### src/rtl/icache_def.sv
// Shared cache/memory bus types.
// Used by the caches and the memory arbiter.
package icache_def;

  typedef struct packed {
    logic [15:0] addr;
    logic [31:0] data;
    logic        rw;
    logic        valid;
  } mem_req_type;

  typedef struct packed {
    logic [31:0] data;
    logic        ready;
  } mem_data_type;

  typedef struct packed {
    logic [31:0] addr;
    logic [31:0] data;
    logic        rw;
    logic        valid;
  } cpu_req_type;

  typedef struct packed {
    logic [31:0] data;
    logic        ready;
  } cpu_result_type;

endpackage

### src/rtl/mem_arbiter_pkg.sv
// Memory arbiter definitions.
// FSM encoding and starvation default.
package mem_arb_def;

  typedef enum logic [1:0] {
    IDLE,
    SERVE_I,
    SERVE_D
  } arb_state_t;

  localparam int STARVE_DEFAULT = 4;

endpackage

### src/rtl/mem_arbiter_if.sv
// Arbiter bus bundle: both cache ports,
// the memory port and grant status.
interface mem_arbiter_if;
  import icache_def::*;

  mem_req_type  i_mem_req;
  mem_data_type i_mem_data;
  mem_req_type  d_mem_req;
  mem_data_type d_mem_data;
  mem_req_type  mem_req;
  mem_data_type mem_data;
  logic         grant_i;
  logic         grant_d;

  modport master (
    output i_mem_req,
    output d_mem_req,
    output mem_data,
    input  i_mem_data,
    input  d_mem_data,
    input  mem_req,
    input  grant_i,
    input  grant_d
  );

  modport slave (
    input  i_mem_req,
    input  d_mem_req,
    input  mem_data,
    output i_mem_data,
    output d_mem_data,
    output mem_req,
    output grant_i,
    output grant_d
  );

endinterface

### src/rtl/mem_arb_priority.sv
// Winner selection: D-cache first, with a
// starvation counter forcing I-cache progress.
module mem_arb_priority
  import mem_arb_def::*;
#(
  parameter int STARVE_LIMIT = STARVE_DEFAULT
) (
  input  logic clk,
  input  logic rst,
  input  logic i_valid_eff,
  input  logic d_valid_eff,
  input  logic idle,
  input  logic grant_taken,
  output logic pick_i,
  output logic pick_d
);

  logic [3:0] starve_cnt;
  logic       starved;

  assign starved = (starve_cnt == 4'(STARVE_LIMIT));

  assign pick_i = idle && i_valid_eff
               && (!d_valid_eff || starved);
  assign pick_d = idle && d_valid_eff
               && !(i_valid_eff && starved);

  // count D wins that bypass a waiting I request
  always_ff @(posedge clk or negedge rst) begin
    if (!rst) begin
      starve_cnt <= '0;
    end else if (grant_taken && pick_i) begin
      starve_cnt <= '0;
    end else if (grant_taken && pick_d && i_valid_eff) begin
      if (!starved) starve_cnt <= starve_cnt + 4'd1;
    end else if (idle && !i_valid_eff) begin
      starve_cnt <= '0;
    end
  end

endmodule

### src/rtl/mem_arbiter.sv
// Shares one memory port between I- and D-cache.
// Latches the winner and routes the response back.
module mem_arbiter
  import icache_def::*;
  import mem_arb_def::*;
#(
  parameter int STARVE_LIMIT = STARVE_DEFAULT
) (
  input  logic          clk,
  input  logic          rst,
  mem_arbiter_if.slave  bus
);

  arb_state_t  state;
  arb_state_t  state_nxt;
  logic [15:0] hold_addr;
  logic [31:0] hold_data;
  logic        hold_rw;
  logic        mask_i;
  logic        mask_d;
  logic        idle;
  logic        i_eff;
  logic        d_eff;
  logic        rdy;
  logic        pick_i;
  logic        pick_d;

  assign idle  = (state == IDLE);
  assign rdy   = bus.mem_data.ready;
  assign i_eff = bus.i_mem_req.valid && !mask_i;
  assign d_eff = bus.d_mem_req.valid && !mask_d;

  mem_arb_priority #(
    .STARVE_LIMIT(STARVE_LIMIT)
  ) u_prio (
    .clk         (clk),
    .rst         (rst),
    .i_valid_eff (i_eff),
    .d_valid_eff (d_eff),
    .idle        (idle),
    .grant_taken (idle && (i_eff || d_eff)),
    .pick_i      (pick_i),
    .pick_d      (pick_d)
  );

  // state register
  always_ff @(posedge clk or negedge rst) begin
    if (!rst) state <= IDLE;
    else      state <= state_nxt;
  end

  // next state: grant from idle, release on ready
  always_comb begin
    state_nxt = state;
    unique case (state)
      IDLE: begin
        if (pick_d)      state_nxt = SERVE_D;
        else if (pick_i) state_nxt = SERVE_I;
      end
      SERVE_I,
      SERVE_D: begin
        if (rdy) state_nxt = IDLE;
      end
      default: state_nxt = IDLE;
    endcase
  end

  // latch winner; mask the just-served side once
  always_ff @(posedge clk or negedge rst) begin
    if (!rst) begin
      hold_addr <= '0;
      hold_data <= '0;
      hold_rw   <= 1'b0;
      mask_i    <= 1'b0;
      mask_d    <= 1'b0;
    end else begin
      mask_i <= (state == SERVE_I) && rdy;
      mask_d <= (state == SERVE_D) && rdy;
      if (pick_d) begin
        hold_addr <= bus.d_mem_req.addr;
        hold_data <= bus.d_mem_req.data;
        hold_rw   <= bus.d_mem_req.rw;
      end else if (pick_i) begin
        hold_addr <= bus.i_mem_req.addr;
        hold_data <= bus.i_mem_req.data;
        hold_rw   <= bus.i_mem_req.rw;
      end
    end
  end

  // drive memory request and route response
  always_comb begin
    bus.mem_req    = '0;
    bus.i_mem_data = '0;
    bus.d_mem_data = '0;
    if (!idle) begin
      bus.mem_req.addr  = hold_addr;
      bus.mem_req.data  = hold_data;
      bus.mem_req.rw    = hold_rw;
      bus.mem_req.valid = 1'b1;
    end
    if (state == SERVE_I && rdy) bus.i_mem_data = bus.mem_data;
    if (state == SERVE_D && rdy) bus.d_mem_data = bus.mem_data;
  end

  assign bus.grant_i = (state == SERVE_I);
  assign bus.grant_d = (state == SERVE_D);

endmodule

### src/flat_wrapper.sv
// flat-port wrapper written by rule: the top's interface ports become plain ports
module mem_arbiter_flat import icache_def::*; import mem_arb_def::*;
#(
  parameter int STARVE_LIMIT = STARVE_DEFAULT
)
  (clk, rst, bus_i_mem_req, bus_d_mem_req, bus_mem_data, bus_i_mem_data, bus_d_mem_data, bus_mem_req, bus_grant_i, bus_grant_d);
  mem_arbiter_if bus_i ();
  input  logic clk;
  input  logic rst;
  input wire logic [$bits(bus_i.i_mem_req)-1:0] bus_i_mem_req;
  input wire logic [$bits(bus_i.d_mem_req)-1:0] bus_d_mem_req;
  input wire logic [$bits(bus_i.mem_data)-1:0] bus_mem_data;
  output wire logic [$bits(bus_i.i_mem_data)-1:0] bus_i_mem_data;
  output wire logic [$bits(bus_i.d_mem_data)-1:0] bus_d_mem_data;
  output wire logic [$bits(bus_i.mem_req)-1:0] bus_mem_req;
  output wire logic [$bits(bus_i.grant_i)-1:0] bus_grant_i;
  output wire logic [$bits(bus_i.grant_d)-1:0] bus_grant_d;
  assign bus_i.i_mem_req = bus_i_mem_req;
  assign bus_i.d_mem_req = bus_d_mem_req;
  assign bus_i.mem_data = bus_mem_data;
  assign bus_i_mem_data = bus_i.i_mem_data;
  assign bus_d_mem_data = bus_i.d_mem_data;
  assign bus_mem_req = bus_i.mem_req;
  assign bus_grant_i = bus_i.grant_i;
  assign bus_grant_d = bus_i.grant_d;
  mem_arbiter #(.STARVE_LIMIT(STARVE_LIMIT)) u_core (.clk(clk), .rst(rst), .bus(bus_i));
endmodule
### config.mk
export PLATFORM = sky130hd
export DESIGN_NAME = mem_arbiter_flat
export DESIGN_NICKNAME = d
export VERILOG_FILES = /design/src/rtl/icache_def.sv /design/src/rtl/mem_arbiter_pkg.sv /design/src/rtl/mem_arbiter_if.sv /design/src/rtl/mem_arb_priority.sv /design/src/rtl/mem_arbiter.sv /design/src/flat_wrapper.sv
export SDC_FILE = /design/constraint.sdc
export NUM_CORES = 1
export LEC_CHECK = 0
export CELL_PAD_IN_SITES_DETAIL_PLACEMENT = 2
export CELL_PAD_IN_SITES_GLOBAL_PLACEMENT = 2
export CORE_ASPECT_RATIO = 1.4
export CORE_MARGIN = 2
export CORE_UTILIZATION = 16
export DETAILED_ROUTE_END_ITERATION = 12
export GPL_TIMING_DRIVEN = 1
export PLACE_DENSITY_LB_ADDON = 0.05
export SETUP_SLACK_MARGIN = 0.05
export SYNTH_ARGS = -nofsm -noshare
export SYNTH_HDL_FRONTEND = slang
export SYNTH_SLANG_ARGS = --single-unit
### constraint.sdc
create_clock -name clk -period 1.6 [get_ports clk]
set_input_delay 0.4 -clock clk [delete_from_list [all_inputs] [get_ports clk]]
set_output_delay 0.4 -clock clk [all_outputs]
set_load 0.02 [all_outputs]
# After elaboration in Yosys (flattened, before gate mapping)
# Index checks and enable logic that the tools add are counted.
[totals]
out_inout_bits = 118
wordCells = 58
register_bits = 57
inputBits = 135
[classes]
n_addsub = 1
eq_ne = 6
reduce_logical = 27
mux = 17
[op_table]
columns = ["op", "n"]
rows = [
  ["33-bit 2-to-1 mux", 2],
  ["32-bit 2-to-1 mux", 2],
  ["50-bit 2-to-1 mux", 1],
  ["16-bit 2-to-1 mux", 2],
  ["4-bit 2-to-1 mux", 4],
  ["1-bit logical AND", 14],
  ["2-bit 2-to-1 mux", 3],
  ["3-bit inequality test, second input constant", 2],
  ["1-bit zero test", 5],
  ["4-bit by 1-bit adder with 4-bit output, second input constant", 1],
  ["4-bit by 3-bit equality test with 1-bit output, second input constant", 1],
  ["2-bit case mux with 2 select lines", 1],
  ["2-bit AND reduction", 2],
  ["3-bit nonzero test", 1],
  ["2-bit by 1-bit equality test with 1-bit output, second input constant", 1],
  ["2-bit equality test, second input constant", 1],
  ["2-bit zero test", 1],
  ["1-bit logical OR", 2],
  ["1-bit 2-to-1 mux", 2],
  ["2-bit inequality test, second input constant", 1],
  ["2-bit nonzero test", 1],
  ["2-bit OR reduction", 1],
]

# Logic depth before layout (Yosys ltp)
# Gate-level depths: netlist of the first run.
[depth]
ltp_word = 9
mapped_depth = 6
ltp_nobuf = 5

# By module
# From an unflattened synthesis of the first run, not the netlist that was laid out.
[unflattened]
cells_unflattened = 395
hier_area_um2 = 3619.7
[by_module_without_submodules]
columns = ["module", "n_inst", "seq_area_each_um2", "area_per_inst_um2", "cells_per_inst"]
rows = [
  ["mem_arbiter", 1, 1326.3, 3360.7, 369],
  ["mem_arb_priority", 1, 100.1, 259.0, 26],
]

# Worst setup path before layout of the first run
# Ideal clock, no wire load.
[synth_timing]
path_type = "reg-to-output"
start = "reg u_core.state[1]"
end = "out bus_mem_req[10]"
stages_incl_launch_ff = 6
setup_slack_ns = -0.207
n_path_buf = 2
arrival_time_ns = 1.407
path_cell_list = "dfrtp_1 -> inv_1 -> ha_1 -> clkbuf_1 -> clkbuf_1 -> nor2_1"
[synth_via]
elab_chain_len = 2
[synth_lines]
columns = ["item", "line", "rtl"]
rows = [
  ["start: declaration", "mem_arbiter.sv:14", "arb_state_t state;"],
  ["start signal: assignment", "mem_arbiter.sv:49", "else state <= state_nxt;"],
  ["2-bit zero test", "mem_arbiter.sv:28", "assign idle = (state == IDLE);"],
  ["50-bit 2-to-1 mux", "mem_arbiter.sv:96", "if (!idle) begin"],
  ["end: declaration", "flat_wrapper.sv:15", "output wire logic [$bits(bus_i.mem_req)-1:0] bus_mem_req;"],
]
# Every way passes these cells.

# Worst setup path after layout of the first run
[layout_timing]
start = "reg u_core.state[1]"
end = "out bus_d_mem_data[26]"
[layout_via]
elab_chain_len = 3
[layout_lines]
columns = ["item", "line", "rtl"]
rows = [
  ["2-bit equality test", "mem_arbiter.sv:103", "if (state == SERVE_D && rdy) bus.d_mem_data = bus.mem_data;"],
  ["1-bit logical AND", "mem_arbiter.sv:103", ""],
  ["33-bit 2-to-1 mux", "mem_arbiter.sv:103", ""],
  ["end: declaration", "flat_wrapper.sv:14", "output wire logic [$bits(bus_i.d_mem_data)-1:0] bus_d_mem_data;"],
]
# Every way passes these cells.

==> run_results.csv, run 1 <==
group,metric,value,unit
detailed_routing,antenna_left,0,
worst_hold_path,min_path_type,"input port to asynchronous set/reset pin",
power,vdd_drop_max,0.6264,mV
power,powerDensity,1974,nW/um2
placement,port_buffers,252,
detailed_routing,vias,4480,
final_layout,fillCellCount,2403,
synth,netlist_top_cells_count,"inv_1 (151), and3_1 (64), dfrtp_1 (57)",
setup_path,arrival,1.65,ns
detailed_routing,drt-met1-wl,7029,um
synth,ys_ff_latch,57,
timing,drv_slew,0,
detailed_routing,vias_per_cell,4.226,
synth,synth_top_area_cell,"dfrtp_1",
detailed_routing,drt_iter0_drc,231,
global_routing,grt_pass1_vias,5135,
global_routing,antenna_found_initial,1,
timing,setup_viol,172,
timing,worstMarginPinSlew,0.4461,ns
synth,netlist.area_leader.share,0.3976,
setup_path,cp.required,1.20,ns
synth,ys_async_sr_fraction,1.000,
floorplanning,die_h,181.2,um
setup_path,critPathLaunchType,"register",
timing,fmax,486.9,MHz
floorplanning,start_util,0.1635,
detailed_routing,wl_met3,1416,um
global_routing,grt-ovfl-total,0,
placement,placed_cells,989,
synth,synth_cells,440,
synth,synth_fp_nets,580,
synth,synth_edf_count,0,
placement,dp_slack,-0.7818,ns
detailed_routing,firstDrtPassIters,5,
placement,dpl.hpwl,12990,um
clock_tree,cts-root-buf,"clkbuf_16",
synth,ys.flop_type,"dfrtp_1",
setup_path,cpMostUsedCell,"buf_6",
detailed_routing,routed.top_layer,"met5",
setup_path,path_max_fanout,6,
timing,fin_skew,0.01152,ns
synth,yosysUniqueCellTypes,31,
clock_tree,clock_latency,0.33,ns
synth,syn_area_per_cell,8.153,um2
clock_tree,cts-buffers-inserted,9,
outcome,violations,"negative setup slack",
detailed_routing,drc,0,
timing,finalHoldViolations,0,
final_layout,fin_nets,899,
setup_path,cp_slowest_stage_delay,0.42,ns
global_routing,grt_max_degree,58,
floorplanning,die_area,23650,um2
global_routing,grt_pass1_wl,29170,um
timing,final.setup.worst_slack,-0.4538,ns
setup_path,setup.worst_path.end_class,"primary output",
synth,synth_area_leaders,"dfrtp_1 (40%), inv_1 (16%), a222oi_1 (14%)",
floorplanning,core_area,21940,um2
synth,yosysSeqAreaShare,0.3976,
setup_path,crit_slowest_cell,"dfrtp_1",
floorplanning,placementRows,64,
timing,period_minus_slack,2.054,ns
clock_tree,cts_tree,"built",
final_layout,drive_above_1_share,0.4692,
final_layout,antenna_cells,0,
synth,yosysWarnings,0,
timing,timing.final.crit_share,1.284,
run,drv_cap,0,
placement,gp_congestion,0.6844,
synth,post-synth-top-count-cell,"inv_1",
synth,syn_area,3587,um2
timing,whs,0.07467,ns
timing,max_slew_margin,0.7015,
final_layout,area_growth,136.2,%
clock_tree,cts-htree-levels,3,
floorplanning,fp.dieW,130.5,um
detailed_routing,avgRoutedWirePerCell,19.75,um
setup_path,crit_path_cell_trace,"buf_6 > ha_4 > buf_12 > buf_16 > and3_4 > buf_6",
clock_tree,clock-sinks,57,
detailed_routing,wl,20940,um
floorplanning,num_io_pins,253,
global_routing,globalRouteTotalUtil,0.1618,
final_layout,stdcell_count,1060,
timing,rsz0062_at_grt,"yes",
power,cellLeakagePower,4.237,nW
clock_tree,path_clk_slew,0.06,ns
clock_tree,clk_path_buf_depth,2,
detailed_routing,wl_met2,12130,um
setup_path,crit_type,"register to primary output",
final_layout,utilization,0.3861,
outcome,status,"finished with violations",
routing by layer:
metal | vias up | track usage
met5 | - | 0
met4 | 2 | 0.04468
met3 | 21 | 0.04768
met2 | 163 | 0.3131
met1 | 2202 | 0.1634
li1 | 2092 | -
worst paths after layout:
check | end | slack, ns | from | cells after the start
max | bus_d_mem_data[26] | -0.45 | u_core.state[1] | 6
min | u_core.hold_addr[5] | 0.07 | rst | 2
max reg2reg | u_core.hold_data[1] | -0.44 | u_core.state[0] | 8
min reg2reg | u_core.hold_data[18] | 0.55 | u_core.hold_data[18] | 2
max in group asynchronous | u_core.hold_data[24] | 1.24 | rst | 2
min in group clk | u_core.hold_data[18] | 0.55 | u_core.hold_data[18] | 2
cell usage in the layout, fill, tap and decap left out, drive strengths merged:
master and n:
buf 195, inv 152, clkdlybuf4s50 133, and3 65, dfrtp 57, nor2 50
a222oi 49, clkbuf 22, ha 5, o21ai 4, nand2b 3, nand2 3
a211oi 2, bufinv 2, clkdlybuf4s15 2, and2 2, and2b 2, nand3 2
a22o 2, and3b 1, o41ai 1, nor4 1, a21o 1, o32ai 1
nand3b 1, o22ai 1, o31ai 1, o2bb2ai 1, clkinv 1, clkinvlp 1
sequential cells by signal, indices dropped and copies added (netlist names):
signal,cells
u_core.hold_data,32
u_core.hold_addr,16
u_core.u_prio.starve_cnt,4
u_core.state,2
u_core.hold_rw,1
u_core.mask_d,1
u_core.mask_i,1
where the power goes:
part	leakage (nW)	switching, W	internal (W)
clock network	0.158	0.000724	0.00144
registers	0.645	0.000208	0.00211
logic	3.43	0.00599	0.00626
total	4.24	0.00692	0.00980
area by class of cell:
type / instances / area (um2) / area share
timing repair buffer: 341 / 3799 / 0.4484
clock inverter: 4 / 76.32 / 0.009009
tap: 297 / 371.6 / 0.04386
inverter: 152 / 573.1 / 0.06764
sequential: 57 / 1426 / 0.1684
clock buffer: 11 / 252.7 / 0.02983
multi-input combinational: 198 / 1973 / 0.2329
worst max-delay path: cells and delay by family, from the launching register on:
family | cells | cell delay [ns]
adder cells (fa/ha/maj) | 1 | 0.19
buffers and inverters | 4 | 0.53
AND/OR/NAND/NOR | 1 | 0.17
flip-flops | 1 | 0.42
metrics by stage:
stage	area, um2	total power [W]	setup TNS [ns]
4_1_cts	7621	0.01443	-67.98
3_3_place_gp	6878	0.01087	-87.11
2_1_floorplan	3820	0.006904	-1.347
6_report	8472	0.01673	-61.31
5_1_grt	8472	0.01773	-72.36
3_5_place_dp	6878	0.01099	-87.51
cells by family (layout without fill, tap and decap cells):
kind of cell,Yosys count,after routing,share of synthesized area
simple gates,130,130,0.1925
buf+inv,186,508,0.2180
fa+ha+maj,5,5,0.01744
flops,57,57,0.3976
compound gates,62,63,0.1744
repair_timing:
action / 4_1_cts / 5_1_grt
resized for setup: 524 / 248
endpoints found under the setup margin: 169 / 173
pin swaps: 20 / 62
hold buffers: 0 / 0
setup buffers: 14 / 24
gates cloned: 13 / 12
Note: power is estimated with default switching activity, not from simulation.
==> run 2: changes to the inputs <==
- clock period: 1.6 -> 1.7 ns (I/O delays scaled with it)
==> run 2 against run 1 <==
Net effect: sequential power down 6%; hold slack better by 0.014 ns; first-iteration DRC count increased by 6.1%; via count fell by 0.58%; non-clock buffer count down 11; largest power group unchanged; sequential cell count did not move; sequential share of layout area increased by 0.61 points; critical path depth is 1 higher; cell count is 1.0% lower; die area is the same; worst setup slack improved by 0.070 ns; the run still ends with negative setup slack left.
==> run_results.csv, run 2 (synthesis gave the netlist of run 1 again) <==
group,metric,value,unit
timing,rsz0062_at_grt,"yes",
worst_hold_path,min_path_type,"input port to asynchronous set/reset pin",
setup_path,critPathLaunchType,"register",
final_layout,utilization,0.3727,
power,powerDensity,1839,nW/um2
setup_path,cp.required,1.27,ns
global_routing,globalRouteTotalUtil,0.1467,
detailed_routing,drc,0,
clock_tree,clk_path_buf_depth,2,
placement,gp_congestion,0.7135,
final_layout,largest_register,"u_core.hold_data",
clock_tree,cts_tree,"built",
timing,setup_tns,-53.47,ns
floorplanning,fp.dieW,130.5,um
placement,placed_cells,992,
global_routing,grt_pass1_wl,26860,um
detailed_routing,vias,4454,
timing,drv_slew,0,
final_layout,layout_commonest_cell,"inv_1",
global_routing,grt_pass1_vias,4810,
final_layout,largest_register_ffs,32,
global_routing,grt-ovfl-total,0,
timing,finalHoldViolations,0,
final_layout,top_regs,"u_core.hold_data x32, u_core.hold_addr x16, u_core.u_prio.starve_cnt x4",
detailed_routing,drt_iter0_drc,245,
floorplanning,placementRows,64,
outcome,violations,"negative setup slack",
setup_path,arrival,1.66,ns
clock_tree,cts-root-buf,"clkbuf_16",
detailed_routing,avgRoutedWirePerCell,19.17,um
setup_path,r2r-end,"u_core.hold_rw",
setup_path,crit_type,"register to primary output",
placement,port_buffers,252,
power,cellLeakagePower,4.161,nW
clock_tree,clock-sinks,57,
floorplanning,die_area,23650,um2
clock_tree,clock_latency,0.34,ns
final_layout,area_growth,127.9,%
timing,worstMarginPinSlew,0.3650,ns
setup_path,setup.worst_path.end_class,"primary output",
clock_tree,cts-buffers-inserted,9,
floorplanning,start_util,0.1635,
global_routing,antenna_found_initial,0,
clock_tree,cts-htree-levels,3,
global_routing,grt_max_degree,58,
setup_path,r2r_slack,-0.33,ns
placement,dpl.hpwl,13190,um
setup_path,path_max_fanout,8,
power,p_total,0.01504,W
timing,timing.final.crit_share,1.226,
final_layout,fin_nets,887,
timing,max_slew_margin,0.7567,
outcome,status,"finished with violations",
setup_path,rr_worst_depth,10,
floorplanning,num_io_pins,253,
run,drv_cap,0,
setup_path,rr_startpoint,"u_core.state[1]",
final_layout,antenna_cells,0,
timing,final.setup.worst_slack,-0.3842,ns
final_layout,mostFrequentLayoutCells,"inv_1 (149), clkdlybuf4s50_1 (133), buf_6 (93)",
final_layout,drive_above_1_share,0.4535,
timing,period_minus_slack,2.084,ns
timing,fmax,479.8,MHz
floorplanning,core_area,21940,um2
timing,setup_viol,169,
power,vdd_drop_max,0.6481,mV
detailed_routing,antenna_left,0,
detailed_routing,wl,20110,um
detailed_routing,firstDrtPassIters,5,
timing,fin_skew,0.009847,ns
final_layout,stdcell_count,1049,
detailed_routing,vias_per_cell,4.246,
floorplanning,die_h,181.2,um
clock_tree,path_clk_slew,0.06,ns
-- run 2: timing repair --
action | 4_1_cts | 5_1_grt
endpoints found under the setup margin | 169 | 171
pin swaps | 1 | 39
resized for setup | 597 | 131
cloned | 0 | 19
buffers inserted | 13 | 9
hold buffers | 0 | 0
-- run 2: how the worst max path moves through the flow --
| stage | from | end | slack (ns) | cells after the start |
|---|---|---|---|---|
| 4_1_cts | u_core.state[1] | bus_d_mem_data[23] | -0.41 | 5 |
| 5_1_grt | u_core.state[1] | bus_mem_req[0] | -0.46 | 7 |
| 3_5_place_dp | bus_mem_data[0] | bus_d_mem_data[0] | -0.76 | 4 |
| 6_report | u_core.state[1] | bus_mem_req[0] | -0.38 | 7 |
| 2_1_floorplan | u_core.state[1] | bus_mem_req[10] | 0.006 | 5 |
| 3_3_place_gp | bus_mem_data[0] | bus_d_mem_data[0] | -0.76 | 4 |
-- run 2: stage by stage --
stage | setup WS, ns | hold slack [ns] | cell area, um2
final | -0.3842 | 0.08866 | 8177
after global routing | -0.4620 | 0.1127 | 8177
after CTS | -0.4116 | 0.1118 | 7271
after detailed placement | -0.7573 | 0.4673 | 6928
after global placement | -0.7622 | 0.4733 | 6928
after floorplan | 0.005940 | 0.1294 | 3807
-- run 2: cell type report --
type                            instances  area, um2
Sequential cell                        57       1426
Multi-Input combinational cell        197       1876
Timing Repair Buffer                  330       3590
Inverter                              152      583.1
Clock inverter                          5      77.57
Tap cell                              297      371.6
Fill cell                            2435      13760
Clock buffer                           11      252.7
-- run 2: critical path, stage by stage, from the launching register on --
cell and delay, ns:
dfrtp_1 0.41, inv_2 0.08, buf_6 0.09, ha_4 0.26
buf_12 0.18, clkinv_8 0.06, buf_6 0.12, buf_6 0.13
-- run 2: per-layer routing --
layer  part of all wire  GRT usage  vias up
met3              0.077    0.05182       13
li1                   -          -     2058
met2               0.56     0.2710      163
met5                  0          0        -
met1               0.35     0.1551     2220
met4              0.011    0.03830        0
-- run 2: power by group --
part           switching (W)  internal [W]  leakage [nW]
Sequential          0.000186       0.00198         0.645
Combinational        0.00544       0.00540          3.35
Clock               0.000674       0.00136         0.162
Total                0.00630       0.00874          4.16
==> run 3: changes to the inputs <==
- GPL_TIMING_DRIVEN: 1 -> unset
==> results of run 3 <==
Final layout, timing and power as in run 2 (identical DEF).
